File: config.mk
export PLATFORM = sky130hd
export DESIGN_NAME = display_scanner
export DESIGN_NICKNAME = d
export VERILOG_FILES = /design/src/rtl/display_pkg.sv /design/src/rtl/pulse_divider.sv /design/src/rtl/display_scanner.sv
export SDC_FILE = /design/constraint.sdc
export NUM_CORES = 1
export LEC_CHECK = 0
export CAP_MARGIN = 25
export CORE_ASPECT_RATIO = 1.1
export CORE_UTILIZATION = 35
export CTS_CLUSTER_SIZE = 20
export DETAILED_ROUTE_END_ITERATION = 10
export PLACE_DENSITY = 0.63
export SLEW_MARGIN = 0
export SYNTH_ARGS = -nofsm -noshare
export SYNTH_HDL_FRONTEND = slang
export SYNTH_SLANG_ARGS = --single-unit
File: constraint.sdc
create_clock -name clock -period 4.2 [get_ports clock]
set_clock_uncertainty 0.05 [all_clocks]
set_input_delay 0.63 -clock clock [delete_from_list [all_inputs] [get_ports clock]]
set_output_delay 0.63 -clock clock [all_outputs]
set_load 0.02 [all_outputs]
File: src/rtl/display_pkg.sv
// Shared types and constants for the multiplexed 7-segment display scanner.
package display_pkg;

  localparam int N_DIGITS = 4;
  localparam int DIGIT_W  = 4;

  typedef enum logic {
    BLANK,
    SHOW
  } scanState_e;

  function automatic int scan_div(input int clkHz, input int scanHz);
    return clkHz / scanHz;
  endfunction

endpackage

File: src/rtl/pulse_divider.sv
// Free-running cycle counter whose output toggles on every terminal count.
module pulse_divider #(
  parameter int DIV = 2
) (
  input  logic clock,
  input  logic resetN,
  output logic square
);

  localparam int CNT_W = (DIV > 1) ? $clog2(DIV) : 1;
  localparam logic [CNT_W-1:0] TERMINAL = CNT_W'(DIV - 1);

  logic [CNT_W-1:0] count;

  always_ff @(posedge clock or negedge resetN) begin
    if (!resetN) begin
      count  <= '0;
      square <= 1'b0;
    end else if (count == TERMINAL) begin
      count  <= '0;
      square <= ~square;
    end else begin
      count <= count + 1'b1;
    end
  end

endmodule

File: src/rtl/display_scanner.sv
// 4-digit time-multiplexed display scanner with frame-synchronous digit loading.
// Optional build macro LEADING_ZERO_BLANK_EN suppresses leading zero digits.
module display_scanner
  import display_pkg::*;
#(
  parameter int CLK_HZ      = 50_000_000,
  parameter int SCAN_HZ     = 1000,
  parameter int DEAD_CYCLES = 64
) (
  input  logic        clock,
  input  logic        resetN,
  input  logic        loadValid,
  output logic        loadReady,
  input  logic [15:0] loadDigits,
  output logic [1:0]  contDigito,
  output logic [3:0]  valor,
  output logic [3:0]  digitEnable,
  output logic        umSegundo,
  output logic        frameStart
);

  localparam int SCAN_DIV = scan_div(CLK_HZ, SCAN_HZ);
  localparam int CNT_W    = (SCAN_DIV > 1) ? $clog2(SCAN_DIV) : 1;
  localparam logic [CNT_W-1:0] SLOT_LAST = CNT_W'(SCAN_DIV - 1);
  localparam logic [CNT_W-1:0] DEAD_LAST = CNT_W'(DEAD_CYCLES - 1);

  logic [CNT_W-1:0] slotCount;
  scanState_e       state;
  logic [15:0]      activeDigits;
  logic [15:0]      pendingDigits;
  logic [3:0]       showEnable;

  function automatic logic [DIGIT_W-1:0] digitOf(input logic [15:0] digits,
                                                 input logic [1:0]  idx);
    return digits[{idx, 2'b00} +: DIGIT_W];
  endfunction

`ifdef LEADING_ZERO_BLANK_EN
  // A digit is lit if it is digit 0 or it or any higher digit is non-zero.
  function automatic logic digitLit(input logic [15:0] digits, input logic [1:0] idx);
    logic lit;
    lit = (idx == 2'd0);
    for (int d = 0; d < N_DIGITS; d++)
      if (d >= int'(idx) && digits[d*DIGIT_W +: DIGIT_W] != '0) lit = 1'b1;
    return lit;
  endfunction
`endif

  always_comb begin
    showEnable = ~(4'b0001 << contDigito);
`ifdef LEADING_ZERO_BLANK_EN
    if (!digitLit(activeDigits, contDigito)) showEnable = 4'b1111;
`endif
  end

  pulse_divider #(
    .DIV(CLK_HZ / 2)
  ) blinkDiv (
    .clock (clock),
    .resetN(resetN),
    .square(umSegundo)
  );

  // loadReady doubles as the "pending empty" flag for the pending buffer.
  always_ff @(posedge clock or negedge resetN) begin
    if (!resetN) begin
      slotCount     <= '0;
      state         <= BLANK;
      contDigito    <= '0;
      valor         <= '0;
      digitEnable   <= 4'b1111;
      frameStart    <= 1'b0;
      loadReady     <= 1'b1;
      activeDigits  <= '0;
      pendingDigits <= '0;
    end else begin
      frameStart <= 1'b0;
      if (loadValid && loadReady) begin
        pendingDigits <= loadDigits;
        loadReady     <= 1'b0;
      end
      case (state)
        BLANK: begin
          slotCount <= slotCount + 1'b1;
          if (slotCount == DEAD_LAST) begin
            state       <= SHOW;
            digitEnable <= showEnable;
          end
        end
        SHOW: begin
          if (slotCount == SLOT_LAST) begin
            slotCount   <= '0;
            state       <= BLANK;
            digitEnable <= 4'b1111;
            contDigito  <= contDigito + 2'd1;
            if (contDigito == 2'd3) begin
              // Frame boundary: a load accepted this very cycle waits a frame.
              frameStart <= 1'b1;
              if (!loadReady) begin
                activeDigits <= pendingDigits;
                loadReady    <= 1'b1;
                valor        <= pendingDigits[DIGIT_W-1:0];
              end else begin
                valor <= activeDigits[DIGIT_W-1:0];
              end
            end else begin
              valor <= digitOf(activeDigits, contDigito + 2'd1);
            end
          end else begin
            slotCount <= slotCount + 1'b1;
          end
        end
        default: state <= BLANK;
      endcase
    end
  end

endmodule

=== After elaboration in Yosys (flattened, before gate mapping) ===
Index checks and enable logic that the tools add are counted.

* Multiplexer cells: 19
* Shifts and indexed selects: 2
* Reductions and logical operators: 4
* Equality and inequality tests: 6
* Bitwise operators: 4
* Add/sub/neg operators: 3

{| class="wikitable"
|+ Operators by type and width
! operator !! number
|-
| 16-bit one-hot mux with 2 select lines || 1
|-
| 25-bit by 1-bit adder with 25-bit output, second input constant || 1
|-
| 25-bit equality test, second input constant || 1
|-
| 25-bit two-way mux || 1
|-
| 16-bit by 1-bit adder with 16-bit output, second input constant || 1
|-
| 16-bit equality test, second input constant || 1
|-
| 16-bit by 6-bit equality test with 1-bit output, second input constant || 1
|-
| 16-bit two-way mux || 1
|-
| 4-bit two-way mux || 4
|-
| 16-bit by 5-bit indexed part select with 4-bit output || 1
|-
| 1-bit two-way mux || 10
|-
| 4-bit one-hot mux with 2 select lines || 1
|-
| 4-bit NOT || 1
|-
| 2-bit AND reduction || 2
|-
| 4-bit AND reduction || 1
|-
| 1-bit by 2-bit left shift with 4-bit output, first input constant || 1
|-
| 1-bit NOT || 3
|-
| 2-bit by 1-bit adder with 2-bit output, second input constant || 1
|-
| 2-bit equality test, second input constant || 1
|-
| 2-bit by 1-bit inequality test with 1-bit output, second input constant || 1
|-
| 2-bit inequality test, second input constant || 1
|-
| 1-bit one-hot mux with 2 select lines || 1
|-
| 1-bit logical AND || 1
|}

* Register bits: 87
* Output and inout bits: 13
* Bits of input ports: 19

=== Logic depth before layout (Yosys ltp) ===
Gate-level depths: netlist of run 1.

* Depth in word-level cells: 6
* Gate-level depth with buffers: 7

=== Modules after synthesis ===
From an unflattened synthesis of run 1, not the netlist that was laid out.

* Cell total of the unflattened synthesis: 338
* Area, all modules: 4067.7 sq um

{| class="wikitable"
|+ Modules (own cells, without submodules)
! module !! area each (sq um) !! times used !! sequential area each (sq um) !! cells an instance
|-
| display_scanner || 2738.9 || 1 || 1532.7 || 211
|-
| pulse_divider || 1328.8 || 1 || 650.6 || 127
|}

=== Least setup slack after synthesis of run 1 ===
Ideal clock, no wire load.

* Kind: flip-flop to flip-flop
* Start point: register contDigito[0]
* End point: register valor[0]
* Stages on the path, launching flop included: 8
* Setup slack: 1.875 ns
* Arrival: 2.151 ns
* Period minus slack after synthesis: 2.325 ns
* Path buffers: 1
* Path through: dfrtp_1 > inv_1 > ha_1 > clkbuf_1 > mux4_2 > nor2_1 > a21oi_1 > mux2_2

* Word-level cells in the longest chain between the ends: 3
* Elaborated cells on any way between the ends: 4
* Those cells by class: 1 x add/sub; 1 x eq/ne; 1 x shift; 1 x mux

{| class="wikitable"
|+ Ends and longest elaborated chain
! what !! RTL line !! source
|-
| start, declared || display_scanner.sv:15 || <nowiki>output logic [1:0] contDigito,</nowiki>
|-
| start signal, assigned || display_scanner.sv:95 || <nowiki>contDigito <= contDigito + 2'd1;</nowiki>
|-
| 2-bit by 1-bit adder with 2-bit output || display_scanner.sv:107 || <nowiki>valor <= digitOf(activeDigits, contDigito + 2'd1);</nowiki>
|-
| 16-bit by 5-bit indexed part select with 4-bit output || display_scanner.sv:35 || <nowiki>return digits[{idx, 2'b00} +: DIGIT_W];</nowiki>
|-
| 4-bit two-way mux * || display_scanner.sv:96 || <nowiki>if (contDigito == 2'd3) begin</nowiki>
|-
| end signal, assigned || display_scanner.sv:102 || <nowiki>valor <= pendingDigits[DIGIT_W-1:0];</nowiki>
|-
| end signal, assigned || display_scanner.sv:104 || <nowiki>valor <= activeDigits[DIGIT_W-1:0];</nowiki>
|-
| end signal, assigned || display_scanner.sv:107 ||
|-
| end, declared || display_scanner.sv:16 || <nowiki>output logic [3:0] valor,</nowiki>
|}

Mark *: on every way between the ends. The rest lies on a longest branch, timed or not.
A chain may end at the register's enable or synchronous reset.

=== Worst setup path after layout of run 1 ===
* Start point: register slotCount[12]
* End point: register activeDigits[12]

* Word-level cells in the longest chain between the ends: 2

{| class="wikitable"
|+ Ends and longest elaborated chain
! what !! RTL line !! source
|-
| start, declared || display_scanner.sv:27 || <nowiki>logic [CNT_W-1:0] slotCount;</nowiki>
|-
| start signal, assigned || display_scanner.sv:84 || <nowiki>slotCount <= slotCount + 1'b1;</nowiki>
|-
| start signal, assigned || display_scanner.sv:110 || <nowiki>slotCount <= slotCount + 1'b1;</nowiki>
|-
| 16-bit equality test || display_scanner.sv:91 || <nowiki>if (slotCount == SLOT_LAST) begin</nowiki>
|-
| 4-bit AND reduction (no line) || -- ||
|-
| end signal, assigned || display_scanner.sv:100 || <nowiki>activeDigits <= pendingDigits;</nowiki>
|-
| end, declared || display_scanner.sv:29 || <nowiki>logic [15:0] activeDigits;</nowiki>
|}

Every way passes these cells.

==> reports/metrics.sh, run 1 <==
FINISH.NET_COUNT=384
GRT.OVERFLOW.TOTAL=0
POST_SYNTH_XOR_AREA_FRACTION=0.06766
P_LEAK_nW=2.138
ANTENNA_FOUND_INITIAL=0
GRT_UTIL_ALL_LAYERS=0.1329
PORT-BUFFER-COUNT=31
SHARE_COMB_OF_TOTAL_POWER=0.020
FINAL-SETUP-VIOL-COUNT=0
VIA_COUNT=2530
CTS.REPAIR_TIMING.SETUP_BUFFER_COUNT=0
SYN_NETS=354
ROW_COUNT=40
AREA_FRACTION_IN_COMPOUND_GATES_AFTER_SYNTHESIS=0.03243
FINAL_MIN_PERIOD_OVER_CLOCK_PERIOD=0.6546
CHIPHEIGHT_UM=114.3
FMAXACHIEVABLE_MHz=363.7
NUMCTSBUFFERS=9
SETUP_REPAIR_AFTER_GLOBAL_ROUTING_MISSED_ITS_MARGIN='false'
GP_CONGESTION=0.7940
MAX_CAPACITANCE_VIOLATION_COUNT=0
ASYNC_RESET_FF_FRAC=1.000
FLOW.AREA_GROWTH_FROM_SYNTHESIS_PCT=19.46
HTREE_LEVELS=3
P_INT_W=0.001408
SETUP.WORST_PATH.START_CLASS='flop'
YS_SEQ_ELEMENTS=87
DPL-INSTANCE-AREA_UM2=4461
CLKPWRFRAC=0.500
SYNTH.YOSYS.WARNINGS=0
PATH_CLK_SLEW_NS=0.06
SYNTHESIS.AREA_PER_INSTANCE_UM2=12.20
CTS_TREE='built'
CRIT_PATH_KIND='reg2reg'
CORE_AREA_UM2=11060
DIE_X_UM=104.1
GRT_MAX_DEGREE=57
SYNTH_SEQUENTIAL_AREA_RATIO=0.5441
FINALSETUPTNS_NS=0
CRITPATHCAPTURETYPE='flop'
FLOORPLAN.IO_PINS=32
RESIZED_CELLS_POST_CTS=0
HOLD_WS_NS=0.1808
DETAIL_ROUTE.WIRELENGTH_UM=7073
FINAL-MAX-SLEW-VIOLATION-COUNT=0
POST_SYNTH_MUX_AREA_SHARE=0.1593
POWERDENSITY_nW_PER_UM2=364.2
FINALHOLDVIOLATIONS=0
POST-ROUTE-CELL-AREA_UM2=4793
DETAILED_PLACE_HPWL_UM=4912
MAIN_COMBINATIONAL_CELL_FAMILY_BY_AREA_AFTER_SYNTHESIS='multiplexers'
SYNTH_TOP_FLOP_CELL='dfrtp_1'
REG2REG_SLACK_NS=1.45
TIMING.CRITICAL_PATH.CELLS='or4_4 -> nor3_4 -> and4b_1 -> mux2_2'
FINALNONFILLERCELLS=511
SLEW_HEADROOM=0.3807
DETAIL_ROUTE.FIRST_PASS.ITERATIONS=4
MAX_VDD_DROP_mV=0.2121
WORST_TRAN_PIN_VALUE_NS=0.9282
FINAL.MIN_CLOCK_PERIOD_NS=2.749
CTS_MAX_PATH_BUFFERS=2
GRT_PASS1_VIAS=2712
POST_DRT_WL_PER_CELL_UM=13.84
SLOWEST_DELAY_NS=0.87
INSERTEDDIODECOUNT=0
SYNTH_ENABLE_FLOP_CELLS=0
SYNTH-ADDER-AREA-SHARE=0.01871
CTS.SINK_COUNT=87
P_SW_W=0.0003380
SWSHARE=0.1936
CRITICAL_PATH.MAX_FANOUT=17
WORST_SKEW_PAIR.LATE_LATENCY_NS=0.34
SYNTH_CELL_TYPES=37
SYNTH_SIMPLE_GATE_AREA_FRAC=0.1478
REG2REG_TO='activeDigits[12]'
ROUTED_VIA_DENSITY=4.951
DETAIL_ROUTE.DRC_VIOLATIONS=0
LAYOUT_COMMONEST_CELL='dfrtp_1'
DETAIL-ROUTE-ANTENNA-NETS=0
FIRST_PASS_GRT_WIRE_LENGTH_UM=12640
CELL_COUNT_AFTER_SYNTHESIS=329
STATUS='finished, final reports clean'
CP_SLOWEST_CELL='and4b_1'
NUMPLACEDINSTANCES=495
CTS_ROOT_BUF='clkbuf_16'
WORST-ENDPOINT-REQUIRED_NS=4.37
POWER.SHARE.SEQUENTIAL=0.480
FINAL_CELL_MIX='dfrtp_1 (82), clkdlybuf4s50_1 (30), mux2_2 (27)'
PATH_CLASS_OF_THE_LOWEST_SLACK_MIN_DELAY_PATH='in2async'
WORSTPATHARRIVAL_NS=2.92
SYNTH.CELL_AREA_UM2=4013
FILLER_CELL_COUNT=1012
R2R-START='slotCount[12]'
INITIAL_CORE_UTIL=0.3628
LAYOUT-DRIVE-GT1-SHARE=0.1841
WORST-R2R-CELL-COUNT=4
WORSTPATHBUFFERINVERTERCOUNT=0
WORST_PATH_DOMINANT_CELL_FAMILY='simple AND/OR/NAND/NOR gates'
CTS-HOLD-FIX-BUFFERS=0
DIEAREA_UM2=11900
DRT_ITER0_MARKERS=134
[metal layers]
| layer | track usage | part of all wire |
|---|---|---|
| met1 | 0.1678 | 0.47 |
| met2 | 0.2209 | 0.48 |
| met3 | 0.02903 | 0.022 |
| met4 | 0.05810 | 0.020 |
| met5 | 0 | 0 |
[how the worst max path moves through the flow]
stage | start | end | slack (ns) | depth (start not counted)
global placement | slotCount[12] | activeDigits[11] | 1.50 | 4
CTS | slotCount[0] | activeDigits[12] | 1.41 | 5
floorplan | contDigito[0] | valor[0] | 1.87 | 7
global route | slotCount[1] | activeDigits[12] | 1.21 | 5
detailed placement | slotCount[11] | activeDigits[12] | 1.42 | 4
finish | slotCount[12] | activeDigits[12] | 1.45 | 4
[area by class of cell]
type | count | area [µm²] | share of cell area
Timing Repair Buffer | 33 | 346.6 | 0.07230
Clock inverter | 5 | 80.08 | 0.01671
Sequential cell | 87 | 2183 | 0.4555
Multi-Input combinational cell | 218 | 1709 | 0.3566
Tap cell | 147 | 183.9 | 0.03837
Inverter | 10 | 37.54 | 0.007831
Clock buffer | 11 | 252.7 | 0.05273
[metrics by stage]
| stage | power [W] | util | worst slack, ns |
|---|---|---|---|
| floorplan | 0.0008541 | - | 1.875 |
| detailed placement | 0.0008907 | 0.4033 | 1.415 |
| CTS | 0.001768 | 0.4334 | 1.413 |
| global route | 0.001803 | 0.4334 | 1.210 |
| global placement | 0.0008868 | 0.3998 | 1.497 |
| finish | 0.001746 | 0.4334 | 1.451 |
[cell usage after synthesis, types with 2 or more instances]
library cell,number,share of area
nor4_1,7,0.011
nor2_1,23,0.022
nor2b_1,2,0.0031
xor2_1,17,0.037
xnor2_1,14,0.031
nor4b_1,2,0.0044
and3_1,5,0.0078
and2_1,2,0.0031
mux2i_1,11,0.027
o21ai_0,7,0.0087
dfrtp_1,82,0.51
ha_1,6,0.019
or3_1,2,0.0031
nor3_1,12,0.015
nand3_1,14,0.017
clkbuf_1,9,0.0084
mux4_2,4,0.022
mux2_4,9,0.034
o31ai_1,3,0.0056
a21oi_1,13,0.016
and4_1,4,0.0087
inv_1,10,0.0094
nand2_1,12,0.011
or4_1,3,0.0056
clkbuf_2,2,0.0025
mux2_2,27,0.076
dfstp_2,5,0.033
nand4_1,13,0.020
[flip-flops by register name, indices dropped and copies added, names as in the netlist]
| name | count |
|---|---|
| blinkDiv.count | 25 |
| activeDigits | 16 |
| pendingDigits | 16 |
| slotCount | 16 |
| digitEnable | 4 |
| valor | 4 |
| contDigito | 2 |
| blinkDiv.square | 1 |
| frameStart | 1 |
| loadReady | 1 |
| state | 1 |
[power groups by stage]
stage                        logic, W  registers (W)  clock network [W]
after floorplan           0.000000339       0.000854                  0
after CTS                   0.0000372       0.000838           0.000892
after detailed placement    0.0000372       0.000854                  0
final                       0.0000353       0.000838           0.000872
after global placement      0.0000332       0.000854                  0
after global routing        0.0000401       0.000838           0.000926
[kinds of logic (layout without fill, tap and decap cells)]
logic type               Yosys count  in the layout
AND/OR/NAND/NOR                  106            106
flip-flops                        87             87
multiplexers                      51             51
XOR/XNOR                          31             31
AO/OA/AOI/OAI                     24             24
buffers and inverters             24             59
adder cells (fa/ha/maj)            6              6
Power figures use the tool's default switching activity.
==> inputs of run 2 (changes only) <==
==> constraint.sdc (replaced) <==
create_clock -name clock -period 2.7 [get_ports clock]
set_clock_uncertainty 0.05 [all_clocks]
set_input_delay 0.405 -clock clock [delete_from_list [all_inputs] [get_ports clock]]
set_output_delay 0.405 -clock clock [all_outputs]
set_load 0.02 [all_outputs]
==> run 2 against run 1 <==
Register-to-register slack got worse by 0.95 ns; non-clock buffer count rose by 6; die area unchanged; first-iteration DRC count is 35% lower; critical endpoint is now activeDigits[8]; via count rose by 2.1%; final cell count is 1.2% higher; clock power increased by 49%; combinational power increased by 54%; largest cell class unchanged; power rose by 52%; highest routed layer unchanged; largest power group is now registers; critical path type unchanged; fmax up 25%.
==> reports/metrics.sh, run 2 (synthesis gave the netlist of run 1 again) <==
PATH_CLASS_OF_THE_LOWEST_SLACK_MIN_DELAY_PATH='reg2reg'
FINAL_MIN_PERIOD_OVER_CLOCK_PERIOD=0.8130
DETAILED_PLACE_HPWL_UM=5001
SETUP.WORST_PATH.START_CLASS='flop'
WORST-ENDPOINT-REQUIRED_NS=2.87
FIRST_PASS_GRT_WIRE_LENGTH_UM=12660
CRIT_PATH_KIND='reg2reg'
CLKPWRFRAC=0.488
FLIP_FLOP_AND_LATCH_AREA_UM2=2183
CTS_TREE='built'
DETAIL_ROUTE.WIRELENGTH_UM=7177
INSERTEDDIODECOUNT=0
CTS_MAX_PATH_BUFFERS=2
P_SW_W=0.0005828
FINALNONFILLERCELLS=517
DIE_X_UM=104.1
WORST_TRAN_PIN_VALUE_NS=0.6466
CORE_AREA_UM2=11060
CTS_ROOT_BUF='clkbuf_16'
FINAL.MIN_CLOCK_PERIOD_NS=2.195
STATUS='finished, final reports clean'
LAYOUT-DRIVE-GT1-SHARE=0.1946
MAX_VDD_DROP_mV=0.2413
FINALSETUPTNS_NS=0
SHARE_COMB_OF_TOTAL_POWER=0.020
GRT_UTIL_ALL_LAYERS=0.1345
INITIAL_CORE_UTIL=0.3628
SWSHARE=0.2197
FINISH.NET_COUNT=390
FINAL_CELL_MIX='dfrtp_1 (82), clkdlybuf4s50_1 (30), mux2_2 (27)'
DETAIL_ROUTE.DRC_VIOLATIONS=0
HTREE_LEVELS=3
P_LEAK_nW=2.161
DETAILEDPLACE.WORSTSLACK_NS=0.5173
ROW_COUNT=40
CRITICAL_PATH.MAX_FANOUT=17
POWER.SHARE.SEQUENTIAL=0.491
POWERDENSITY_nW_PER_UM2=551.8
WORSTPATHARRIVAL_NS=2.37
FINAL-MAX-SLEW-VIOLATION-COUNT=0
GRT.OVERFLOW.TOTAL=0
POST_DRT_WL_PER_CELL_UM=13.88
NUMCTSBUFFERS=9
FMAXACHIEVABLE_MHz=455.5
FINALWORSTSETUPSLACK_NS=0.5048
DIEAREA_UM2=11900
LAYOUT_COMMONEST_CELL='dfrtp_1'
DETAIL-ROUTE-ANTENNA-NETS=0
CHIPHEIGHT_UM=114.3
AREA_OCCUPIED_BY_MULTI_INPUT_GATES_UM2=1709
NUMPLACEDINSTANCES=500
PATH_CLK_SLEW_NS=0.07
GRT_MAX_DEGREE=56
HOLD_WS_NS=0.4199
PORT-BUFFER-COUNT=31
FINALHOLDVIOLATIONS=0
ROUTED_VIA_DENSITY=4.994
GP_CONGESTION=0.7645
FINAL-SETUP-VIOL-COUNT=0
SETUP_REPAIR_AFTER_GLOBAL_ROUTING_MISSED_ITS_MARGIN='false'
P_INT_W=0.002070
FLOORPLAN.IO_PINS=32
MAX_CAPACITANCE_VIOLATION_COUNT=0
ANTENNA_FOUND_INITIAL=0
RESIZED_CELLS_POST_CTS=0
FILLER_CELL_COUNT=1034
DETAIL_ROUTE.FIRST_PASS.ITERATIONS=4
SLEW_HEADROOM=0.5679
DRT_ITER0_MARKERS=87
CTS.SINK_COUNT=87
VIA_COUNT=2582
GRT_PASS1_VIAS=2585
FLOW.AREA_GROWTH_FROM_SYNTHESIS_PCT=19.80
CRITPATHCAPTURETYPE='flop'
MAX_FLOP_REGISTER='blinkDiv.count'
WORST_SKEW_PAIR.LATE_LATENCY_NS=0.34
LARGEST_REGISTER_FFS=25
==> run 2: changes by cell type in the layout (fill, tap and decap cells not counted) <==
cell and delta:
inv_8 +1, clkinvlp_4 -2, clkbuf_8 -2, dlygate4sd3_1 +1, buf_6 -1, buf_16 -1, buf_12 +1, inv_6 +5
clkinv_2 -1, bufinv_16 -1, buf_4 +6
==> run 2: final timing paths <==
check / to / depth (start not counted) / startpoint / slack, ns
max in group asynchronous: digitEnable[0] / 3 / resetN / 1.43
min in group asynchronous: pendingDigits[7] / 2 / resetN / 0.49
max reg2reg: activeDigits[8] / 5 / slotCount[12] / 0.50
min reg2reg: blinkDiv.square / 1 / blinkDiv.square / 0.42
max: activeDigits[8] / 5 / slotCount[12] / 0.50
min: blinkDiv.square / 1 / blinkDiv.square / 0.42
==> run 2: repair_timing <==
item	4_1_cts	5_1_grt
hold buffers	1	0
setup buffers	0	0
hold endpoints to repair	32	0
==> run 2: layout make-up <==
class | count | area share
multi-input cells | 218 | 0.3555
repair buffers | 39 | 0.07965
clock inverters | 7 | 0.01770
inverters | 10 | 0.007808
clock buffers | 9 | 0.04685
flip-flops and latches | 87 | 0.4542
well taps | 147 | 0.03826
==> run 2: power by group through the flow <==
stage / clock network, W / logic (W) / registers, W
floorplan: 0 / 0.000000527 / 0.00133
global placement: 0 / 0.0000554 / 0.00133
detailed placement: 0 / 0.0000561 / 0.00133
CTS: 0.00132 / 0.0000575 / 0.00130
global route: 0.00138 / 0.0000620 / 0.00130
finish: 0.00130 / 0.0000543 / 0.00130
==> run 2: layer usage <==
layer  part of all wire  vias to the layer above  wire (µm)  GRT usage
li1                   -                     1255          -          -
met1               0.48                     1279       3470     0.1741
met2               0.47                       36       3375     0.2133
met3              0.023                       12        167    0.02846
met4              0.023                        0        164    0.07143
met5                  0                        -          0          0
==> run 2: critical path, cell delays in order (launching register included) <==
cell	delay [ns]
dfrtp_1	0.42
or4_4	0.56
nor3_4	0.16
and4b_1	0.22
buf_4	0.29
mux2_2	0.37
==> run 2: metrics by stage <==
stage	power [W]	util	cell area, µm²
finish	0.002652	0.4346	4807
global route	0.002744	0.4346	4807
CTS	0.002684	0.4346	4807
detailed placement	0.001384	0.4057	4487
global placement	0.001383	0.4057	4487
floorplan	0.001329	-	4013
